--- src/rtl/cpu_pkg.sv ---
// Shared CPU definitions: datapath width, ALU opcodes and the mul/div FSM encoding.
package cpu_pkg;

  localparam int XLEN = 32;

  localparam logic [4:0] ALU_ADD    = 5'b00000;
  localparam logic [4:0] ALU_SUB    = 5'b00001;
  localparam logic [4:0] ALU_MUL    = 5'b10000;
  localparam logic [4:0] ALU_MULH   = 5'b10001;
  localparam logic [4:0] ALU_MULHSU = 5'b10010;
  localparam logic [4:0] ALU_MULHU  = 5'b10011;
  localparam logic [4:0] ALU_DIV    = 5'b10100;
  localparam logic [4:0] ALU_DIVU   = 5'b10101;
  localparam logic [4:0] ALU_REM    = 5'b10110;
  localparam logic [4:0] ALU_REMU   = 5'b10111;

  typedef enum logic [1:0] {
    MD_IDLE = 2'b00,
    MD_CALC = 2'b01,
    MD_DONE = 2'b10
  } md_state_e;

  function automatic logic is_m_op(input logic [4:0] op);
    return (op[4:3] == 2'b10);
  endfunction

endpackage

--- src/rtl/ex_muldiv.sv ---
// Iterative RV32M multiply/divide unit for the EX stage: 32 shift-add or restoring
// iterations on operand magnitudes, sign fix-up and special-case override on the last one.
module ex_muldiv
  import cpu_pkg::*;
(
  input  logic            clk,
  input  logic            reset,
  input  logic            i_start,
  input  logic [4:0]      i_ALUOp,
  input  logic [XLEN-1:0] i_RD1,
  input  logic [XLEN-1:0] i_RD2,
  input  logic [4:0]      i_rd,
  input  logic            i_flush,
  output logic            o_busy,
  output logic            o_done,
  output logic [XLEN-1:0] o_result,
  output logic [4:0]      o_rd
);

  md_state_e   r_state;
  md_state_e   w_state_nxt;
  logic        w_accept;
  logic        w_busy;
  logic        w_last;

  logic [2:0]  r_op;
  logic [4:0]  r_rd;
  logic [63:0] r_acc;
  logic [31:0] r_opb;
  logic [31:0] r_dividend;
  logic        r_neg;
  logic        r_dz;
  logic        r_ovf;
  logic [5:0]  r_count;
  logic [31:0] r_result;
  logic [4:0]  r_rd_out;
  logic        r_done;

  logic        w_sign_a;
  logic        w_sign_b;
  logic        w_neg;
  logic [31:0] w_mag_a;
  logic [31:0] w_mag_b;

  logic [32:0] w_mul_sum;
  logic [63:0] w_mul_nxt;
  logic [32:0] w_div_hi;
  logic        w_div_ge;
  logic [31:0] w_div_sub;
  logic [63:0] w_div_nxt;
  logic [63:0] w_acc_nxt;
  logic [63:0] w_prod;
  logic [31:0] w_quo;
  logic [31:0] w_rem;
  logic [31:0] w_final;

  // State register
  always_ff @(posedge clk or negedge reset) begin
    if (!reset) begin
      r_state <= MD_IDLE;
    end else begin
      r_state <= w_state_nxt;
    end
  end

  // Next state, accept qualification and stall request.
  // DONE may accept directly: the pipeline advances out of DONE, so a new op can start at that edge.
  always_comb begin
    w_state_nxt = r_state;
    w_accept    = 1'b0;
    w_busy      = 1'b0;
    w_last      = 1'b0;
    case (r_state)
      MD_IDLE: begin
        w_accept = i_start && is_m_op(i_ALUOp) && !i_flush;
        w_busy   = w_accept;
        if (w_accept) begin
          w_state_nxt = MD_CALC;
        end else begin
          w_state_nxt = MD_IDLE;
        end
      end
      MD_CALC: begin
        w_busy = 1'b1;
        if (i_flush) begin
          w_state_nxt = MD_IDLE;
        end else if (r_count == 6'd31) begin
          w_last      = 1'b1;
          w_state_nxt = MD_DONE;
        end else begin
          w_state_nxt = MD_CALC;
        end
      end
      MD_DONE: begin
        w_accept = i_start && is_m_op(i_ALUOp) && !i_flush;
        if (w_accept) begin
          w_state_nxt = MD_CALC;
        end else begin
          w_state_nxt = MD_IDLE;
        end
      end
      default: begin
        w_state_nxt = MD_IDLE;
      end
    endcase
  end

  // Operand signs, magnitudes and final-negate flag for the incoming operation
  always_comb begin
    w_sign_a = 1'b0;
    w_sign_b = 1'b0;
    w_neg    = 1'b0;
    case (i_ALUOp)
      ALU_MULH, ALU_DIV, ALU_REM: begin
        w_sign_a = i_RD1[31];
        w_sign_b = i_RD2[31];
      end
      ALU_MULHSU: begin
        w_sign_a = i_RD1[31];
      end
      default: begin
        w_sign_a = 1'b0;
      end
    endcase
    case (i_ALUOp)
      ALU_MULH, ALU_DIV:   w_neg = w_sign_a ^ w_sign_b;
      ALU_MULHSU, ALU_REM: w_neg = w_sign_a;
      default:             w_neg = 1'b0;
    endcase
    if (w_sign_a) begin
      w_mag_a = 32'd0 - i_RD1;
    end else begin
      w_mag_a = i_RD1;
    end
    if (w_sign_b) begin
      w_mag_b = 32'd0 - i_RD2;
    end else begin
      w_mag_b = i_RD2;
    end
  end

  // One iteration step plus the sign fix-up and special-case result for the last step
  always_comb begin
    w_mul_sum = {1'b0, r_acc[63:32]} + (r_acc[0] ? {1'b0, r_opb} : 33'd0);
    w_mul_nxt = {w_mul_sum, r_acc[31:1]};
    w_div_hi  = r_acc[63:31];
    w_div_ge  = (w_div_hi >= {1'b0, r_opb});
    w_div_sub = w_div_hi[31:0] - r_opb;
    if (w_div_ge) begin
      w_div_nxt = {w_div_sub, r_acc[30:0], 1'b1};
    end else begin
      w_div_nxt = {r_acc[62:0], 1'b0};
    end
    if (r_op[2]) begin
      w_acc_nxt = w_div_nxt;
    end else begin
      w_acc_nxt = w_mul_nxt;
    end
    if (r_neg) begin
      w_prod = 64'd0 - w_acc_nxt;
      w_quo  = 32'd0 - w_acc_nxt[31:0];
      w_rem  = 32'd0 - w_acc_nxt[63:32];
    end else begin
      w_prod = w_acc_nxt;
      w_quo  = w_acc_nxt[31:0];
      w_rem  = w_acc_nxt[63:32];
    end
    case ({2'b10, r_op})
      ALU_MUL: w_final = w_prod[31:0];
      ALU_MULH, ALU_MULHSU, ALU_MULHU: w_final = w_prod[63:32];
      ALU_DIV, ALU_DIVU: begin
        if (r_dz) begin
          w_final = 32'hFFFF_FFFF;
        end else if (r_ovf) begin
          w_final = 32'h8000_0000;
        end else begin
          w_final = w_quo;
        end
      end
      ALU_REM, ALU_REMU: begin
        if (r_dz) begin
          w_final = r_dividend;
        end else if (r_ovf) begin
          w_final = 32'd0;
        end else begin
          w_final = w_rem;
        end
      end
      default: w_final = 32'd0;
    endcase
  end

  // Datapath registers: operand capture on accept, iterate in CALC, result capture on last step
  always_ff @(posedge clk or negedge reset) begin
    if (!reset) begin
      r_op       <= 3'd0;
      r_rd       <= 5'd0;
      r_acc      <= 64'd0;
      r_opb      <= 32'd0;
      r_dividend <= 32'd0;
      r_neg      <= 1'b0;
      r_dz       <= 1'b0;
      r_ovf      <= 1'b0;
      r_count    <= 6'd0;
      r_result   <= 32'd0;
      r_rd_out   <= 5'd0;
      r_done     <= 1'b0;
    end else begin
      if (w_accept) begin
        r_op       <= i_ALUOp[2:0];
        r_rd       <= i_rd;
        r_dividend <= i_RD1;
        r_neg      <= w_neg;
        r_dz       <= (i_RD2 == 32'd0);
        r_ovf      <= (i_RD1 == 32'h8000_0000) && (i_RD2 == 32'hFFFF_FFFF) &&
                      ((i_ALUOp == ALU_DIV) || (i_ALUOp == ALU_REM));
        r_count    <= 6'd0;
        if (i_ALUOp[2]) begin
          r_acc <= {32'd0, w_mag_a};
          r_opb <= w_mag_b;
        end else begin
          r_acc <= {32'd0, w_mag_b};
          r_opb <= w_mag_a;
        end
      end else if (r_state == MD_CALC) begin
        r_acc   <= w_acc_nxt;
        r_count <= r_count + 6'd1;
      end
      if (w_last) begin
        r_result <= w_final;
        r_rd_out <= r_rd;
      end
      r_done <= w_last;
    end
  end

  assign o_busy   = w_busy;
  assign o_done   = r_done;
  assign o_result = r_result;
  assign o_rd     = r_rd_out;

endmodule
--- config.mk ---
export PLATFORM = sky130hd
export DESIGN_NAME = ex_muldiv
export DESIGN_NICKNAME = d
export VERILOG_FILES = /design/src/rtl/cpu_pkg.sv /design/src/rtl/ex_muldiv.sv
export SDC_FILE = /design/constraint.sdc
export NUM_CORES = 1
export LEC_CHECK = 0
export CAP_MARGIN = 20
export CORE_MARGIN = 5
export CORE_UTILIZATION = 42
export CTS_CLUSTER_SIZE = 16
export DETAILED_ROUTE_END_ITERATION = 10
export GPL_TIMING_DRIVEN = 1
export SLEW_MARGIN = 20
export SYNTH_ARGS = -nofsm -noshare
export SYNTH_HDL_FRONTEND = slang
export SYNTH_SLANG_ARGS = --single-unit
--- constraint.sdc ---
create_clock -name clk -period 5.6 [get_ports clk]
set_input_delay 1.12 -clock clk [delete_from_list [all_inputs] [get_ports clk]]
set_output_delay 1.12 -clock clk [all_outputs]
set_load 0.005 [all_outputs]
==> flow_metrics.py, run 1 <==
metrics = {
    "critical_path": {
        "reg2reg_from": "r_opb[30]$_DFFE_PN0P_",
        "rr_endpoint": "o_result[28]$_DFFE_PN0P_",
        "start_kind": "flip-flop",
        "endpoint": "o_result[28]$_DFFE_PN0P_",
        "critPathArrivalTime_ns": 5.77,
        "slowest_stage": "or4_1",
        "worstPathCellList": "inv_1 > ha_2 > a21o_1 > a211o_1 > a221oi_2 > o31ai_2 > nor2_2 > nor2_1 > a21oi_2 > ha_1 > o211ai_1 > or4_1 > or3_4 > or2_1 > or2_1 > or3_1 > o41ai_2 > xnor2_1 > o221ai_1 > o221a_2",
        "cp_common_cell": "or2_1",
        "setup.worst_path.start": "r_opb[30]$_DFFE_PN0P_",
        "max_stage_delay_ns": 0.54,
        "path_max_fanout": 6,
        "critPathKind": "reg2reg",
        "required_ns": 5.99,
        "worst-r2r-cell-count": 20,
        "cp-end-kind": "flip-flop",
        "r2r_setup_slack_ns": 0.22,
    },
    "clocking": {
        "clock_latency_ns": 0.50,
        "clkSinkCount": 185,
        "path_clk_slew_ns": 0.07,
        "cts_htree_levels": 4,
        "cts_root_buffer": "clkbuf_16",
        "cts_buffers": 17,
        "cts.path.max_buffers": 2,
        "cts_tree": "done",
    },
    "finish": {
        "final_layout_size_suffix_gt1_share_pct": 8.396,
        "area_growth_pct": 14.38,
        "nFillCells": 4309,
        "design_area_um2": 20680,
        "stdcell_count": 3084,
        "fin_nets": 2675,
    },
    "sta": {
        "finalHoldViolCount": 0,
        "worstMarginPinSlew_ns": 1.260,
        "timing.fmax_ghz": 0.1860,
        "slew_headroom_pct": 14.93,
        "final-setup-viol-count": 0,
        "skew_ns": 0.01772,
        "fin_crit_ns": 5.378,
        "finalMaxSlewViolations": 0,
        "min_period_over_period_pct": 96.03,
    },
    "synthesis": {
        "ys.flop_type": "dfrtp_1",
        "synthArstFlopShare_pct": 100.0,
        "synthCells": 2449,
        "ys_top_cells_by_area": "dfrtp_1 26%, nand2_1 7.8%, o21ai_0 6.0%",
        "syn_area_um2": 18080,
        "synth.largest_area_cell": "dfrtp_1",
        "syn_area_per_cell_um2": 7.383,
        "syn-num-nets": 2599,
        "synth_edf_count": 0,
        "yosysWarningCount": 0,
        "yosysUniqueCellTypes": 97,
        "synth_top_area_share_pct": 25.61,
        "ys_seq_area_share_pct": 25.61,
        "ys_ff_latch": 185,
    },
    "place": {
        "place_area_um2": 20060,
        "port_buffers": 116,
        "gp_congestion": 0.9827,
        "hpwl_mm": 64.45,
        "dp_cells": 3051,
    },
    "run": {
        "max-cap-violations": 0,
    },
    "floorplan": {
        "io_pins": 117,
        "coreArea_um2": 42790,
        "die_y_um": 217.5,
        "start_util_pct": 42.25,
        "rows": 76,
        "dieArea_um2": 47300,
        "die_w_um": 217.5,
    },
    "routing": {
        "vias_per_cell": 6.400,
        "dr_total_vias": 19740,
        "first_iter_violations": 2302,
        "post-route-drc-count": 0,
        "first_pass_iters": 6,
        "drtAntennaViolNets": 0,
        "wire_per_inst_um": 26.34,
        "drt-total-wl_mm": 81.23,
    },
    "global_routing": {
        "grt_antenna_before_repair": 5,
        "grt_max_degree": 101,
        "grt_overflow": 0,
        "grt_pass1_vias": 18740,
        "track_usage_pct": 33.78,
        "grt_pass1_wl_mm": 120.7,
    },
    "power_and_ir_drop": {
        "p_leak_nw": 8.480,
        "p_per_area_nw_per_um2": 569.5,
        "ir_worst_vdd_mv": 0.2237,
    },
    "status": {
        "status": "finished, final reports clean",
    },
    "worst_hold_path": {
        "hp-class": "reg2reg",
        "hp-start": "r_rd[1]$_DFFE_PN0P_",
    },
}
==> what timing repair did <==
action	4_1_cts	5_1_grt
hold buffers	0	0
gates resized for setup	0	7
setup endpoints to repair	0	11
setup buffers	0	1
endpoints found under the hold margin	0	0
==> power by group <==
part | switching [mW] | internal, mW | leakage, nW
logic | 5.49 | 2.91 | 5.82
registers | 0.437 | 1.67 | 2.38
clock network | 0.611 | 0.661 | 0.275
total | 6.54 | 5.24 | 8.48
==> synth_stat cells, drive strengths merged (40+ instances only) <==
master,number
nand2,377
o21ai,229
a21oi,186
dfrtp,185
nor2,179
clkbuf,106
xnor2,90
nand3,80
nor3,77
o211ai,77
inv,73
ha,70
xor2,70
buf,62
nand4,42
and2,40
mux2i,40
==> flip-flops by register name (all words and copies together), names as in the netlist, 3 cells and up <==
name and flops:
r_rd 5, o_result 32, r_op 3, r_opb 32, o_rd 5, r_dividend 32
r_acc 64, r_count 6
==> how the worst min path moves through the flow <==
stage                                       to  slack, ns  depth (start not counted)
floorplan           r_dividend[16]$_DFFE_PN0P_       0.44                          2
global placement           o_rd[2]$_DFFE_PN0P_       0.45                          2
detailed placement         o_rd[0]$_DFFE_PN0P_       0.46                          2
CTS                        o_rd[3]$_DFFE_PN0P_       0.47                          2
global route               o_rd[0]$_DFFE_PN0P_       0.50                          2
finish                     r_rd[1]$_DFFE_PN0P_       0.48                          2
==> layer usage <==
layer	wire length, µm	share of wire [%]	vias up	global-route usage (%)
li1	-	-	9116	-
met1	33560	41	9547	44.26
met2	36410	45	877	52.87
met3	6138	7.6	199	6.331
met4	5121	6.3	0	18.31
met5	0	0	-	0
==> layout make-up <==
type	count	area (µm²)	share of cell area (%)
tap	546	683.2	3.303
sequential	185	4634	22.41
antenna	1	2.502	0.01210
multi-input combinational	2022	12520	60.53
clock inverter	12	141.4	0.6837
timing repair buffer	225	1991	9.626
clock buffer	19	432.9	2.093
inverter	74	277.8	1.343
==> through the flow <==
| stage | worst slack (ns) | utilization, % | hold slack, ns | total power, mW | TNS (ns) |
|---|---|---|---|---|---|
| 2_1_floorplan | 0.3066 | - | 0.4380 | 7.104 | 0 |
| 3_3_place_gp | 0.1626 | 46.89 | 0.4471 | 10.24 | 0 |
| 3_5_place_dp | 0.06020 | 46.89 | 0.4610 | 10.26 | 0 |
| 4_1_cts | 0.04352 | 48.23 | 0.4724 | 11.57 | 0 |
| 5_1_grt | -0.02992 | 48.32 | 0.5014 | 12.42 | -0.02992 |
| 6_report | 0.2224 | 48.33 | 0.4779 | 11.78 | 0 |
==> kinds of logic after synthesis <==
group,count (synthesis),share of synthesized area [%]
buffers and inverters,242,5.557
and+or+nand+nor,928,23.99
adders and majority gates,72,5.066
AOI/OAI and AO/OA,813,29.25
muxes,49,2.775
xor gates and xnor gates,160,7.751
DFF,185,25.61
==> worst max-delay path, delay by kind of cell, from the launching register on <==
kind / cells / cell delay (ns)
compound gates: 9 / 1.92
xor+xnor: 1 / 0.16
fa+ha+maj: 2 / 0.50
buf+inv: 1 / 0.08
flops: 1 / 0.40
simple gates: 7 / 2.18
==> cells in the final DEF, fill, tap and decap left out, drive strengths merged, types with 25 or more instances in the layout <==
| master | n |
|---|---|
| o21ai | 229 |
| xor2 | 70 |
| dfrtp | 185 |
| and2 | 40 |
| or3 | 30 |
| nor3 | 77 |
| a31oi | 36 |
| buf | 110 |
| nand4 | 42 |
| ha | 70 |
| o31ai | 39 |
| a21o | 25 |
| clkdlybuf4s50 | 114 |
| nor2 | 179 |
| nand2 | 377 |
| inv | 78 |
| o211ai | 77 |
| mux2i | 40 |
| nand3 | 80 |
| xnor2 | 90 |
| a21oi | 186 |
No activity file was read; power rests on OpenSTA's default activity.
==> run 2: changes to the inputs <==
- CORE_UTILIZATION: 42 -> 41
- SKIP_LAST_GASP: default -> 1
==> flow_metrics.py, run 2 (synthesis gave the netlist of run 1 again) <==
metrics = {
    "global_routing": {
        "grt_overflow": 0,
        "grt_pass1_vias": 18680,
        "grt_max_degree": 100,
        "grt_antenna_before_repair": 5,
        "grt_pass1_wl_mm": 118.5,
        "track_usage_pct": 32.52,
    },
    "critical_path": {
        "critPathKind": "reg2reg",
        "cp-end-kind": "flip-flop",
        "critPathArrivalTime_ns": 5.78,
        "required_ns": 6.00,
        "reg2reg_from": "r_opb[30]$_DFFE_PN0P_",
        "setup.worst_path.start": "r_opb[30]$_DFFE_PN0P_",
        "start_kind": "flip-flop",
        "path_max_fanout": 6,
    },
    "finish": {
        "seq_area_um2": 4634,
        "final_layout_size_suffix_gt1_share_pct": 8.507,
        "multiInputGateArea_um2": 12500,
        "final_common_cell": "nand2_1",
        "area_growth_pct": 14.90,
        "layout_common_cells": "376 x nand2_1, 217 x o21ai_0, 183 x a21oi_1, 183 x dfrtp_1, 178 x nor2_1",
        "nFillCells": 4530,
        "fin_nets": 2676,
        "largest_register_ffs": 64,
        "top_register": "r_acc",
    },
    "routing": {
        "first_pass_iters": 7,
        "post-route-drc-count": 0,
        "first_iter_violations": 2377,
        "drtAntennaViolNets": 0,
        "wire_per_inst_um": 25.43,
        "drt-total-wl_mm": 79.63,
        "vias_per_cell": 6.286,
        "dr_total_vias": 19690,
    },
    "clocking": {
        "cts_setup_buffers": 0,
        "ctsHoldBuffers": 0,
        "cts_tree": "done",
        "clock_latency_ns": 0.51,
        "ctsResizeCount": 0,
        "cts.path.max_buffers": 2,
        "cts_buffers": 17,
        "clkSinkCount": 185,
        "path_clk_slew_ns": 0.08,
        "cts_htree_levels": 4,
        "cts_root_buffer": "clkbuf_16",
    },
    "power_and_ir_drop": {
        "power.share.combinational_pct": 70.9,
        "ir_worst_vdd_mv": 0.3137,
        "p_seq_share_pct": 17.7,
        "switchingPower_mw": 6.463,
        "switching_share_pct": 55.07,
        "intPower_mw": 5.272,
        "finalPower_mw": 11.74,
        "p_per_area_nw_per_um2": 564.9,
        "p_clk_share_pct": 11.4,
        "p_leak_nw": 8.499,
    },
    "sta": {
        "slew_headroom_pct": 24.89,
        "final-setup-viol-count": 0,
        "fin_crit_ns": 5.383,
        "worstMarginPinSlew_ns": 1.122,
        "min_period_over_period_pct": 96.12,
        "grt_setup_unrepaired": "no",
        "timing.fmax_ghz": 0.1858,
        "finalMaxSlewViolations": 0,
        "finalHoldViolCount": 0,
        "setup_tns_ns": 0,
        "skew_ns": 0.01755,
    },
    "floorplan": {
        "rows": 77,
        "coreArea_um2": 43930,
        "die_w_um": 220.0,
        "dieArea_um2": 48400,
        "start_util_pct": 41.15,
        "die_y_um": 220.0,
        "io_pins": 117,
    },
    "worst_hold_path": {
        "hp-start": "r_rd[0]$_DFFE_PN0P_",
        "hp-class": "reg2reg",
    },
    "place": {
        "hpwl_mm": 62.68,
        "gp_congestion": 1.020,
        "port_buffers": 116,
    },
    "status": {
        "status": "finished, final reports clean",
    },
    "run": {
        "max-cap-violations": 0,
    },
}
==> run 2: final cells by class <==
type,count,share of cell area (%)
repair buffers,226,9.619
clock buffers,18,2.114
diodes,1,0.01205
multi-input cells,2022,60.19
inverters,74,1.337
flip-flops and latches,185,22.31
clock inverters,14,0.8553
well taps,592,3.566
==> run 2: worst max-delay path: stages (launching register included) <==
cell and delay (ns):
dfrtp_1 0.39, inv_1 0.08, ha_2 0.31, a21o_1 0.21
a211o_1 0.36, a221oi_2 0.24, o31ai_2 0.16, nor2_2 0.20
nor2_1 0.09, a21oi_1 0.18, ha_1 0.21, o211ai_1 0.13
or4_4 0.52, or3_4 0.41, or2_1 0.28, or2_1 0.23
or3_1 0.43, o41ai_2 0.39, xnor2_1 0.16, o221ai_1 0.14
o221a_2 0.17
==> run 2: per-layer routing <==
| metal | share of wire, % | global-route usage (%) |
|---|---|---|
| met1 | 41 | 42.57 |
| met2 | 44 | 51.10 |
| met3 | 7.9 | 5.962 |
| met4 | 6.2 | 17.25 |
| met5 | 0.049 | 0 |
==> run 2: power by group through the flow <==
stage	Sequential, mW	Combinational (mW)	Clock (mW)
floorplan	1.94	5.17	0
global placement	2.07	8.05	0
detailed placement	2.09	8.06	0
CTS	2.06	8.10	1.37
global route	2.12	8.86	1.41
finish	2.08	8.31	1.34
==> run 2: path summary, 6_finish.rpt <==
kind	to	cells past startpoint	slack, ns
setup / recovery	o_result[28]$_DFFE_PN0P_	20	0.22
hold / removal	o_rd[0]$_DFFE_PN0P_	2	0.48
setup reg to reg	o_result[28]$_DFFE_PN0P_	20	0.22
hold reg to reg	o_rd[0]$_DFFE_PN0P_	2	0.48
max in group asynchronous	r_neg$_DFFE_PN0P_	2	3.73
min in group asynchronous	r_opb[26]$_DFFE_PN0P_	1	0.71
==> run 2: stage by stage <==
stage | instances | cell area (µm²) | hold WS, ns | util, % | setup slack [ns]
4_1_cts | 3131 | 20750 | 0.4773 | 47.22 | 0.08194
3_3_place_gp | 3099 | 20130 | 0.4484 | 45.82 | 0.1733
5_1_grt | 3131 | 20770 | 0.5118 | 47.28 | 0.004669
2_1_floorplan | 2449 | 18080 | 0.4380 | - | 0.3066
6_report | 3132 | 20770 | 0.4778 | 47.29 | 0.2172
3_5_place_dp | 3099 | 20130 | 0.4579 | 45.82 | 0.09452
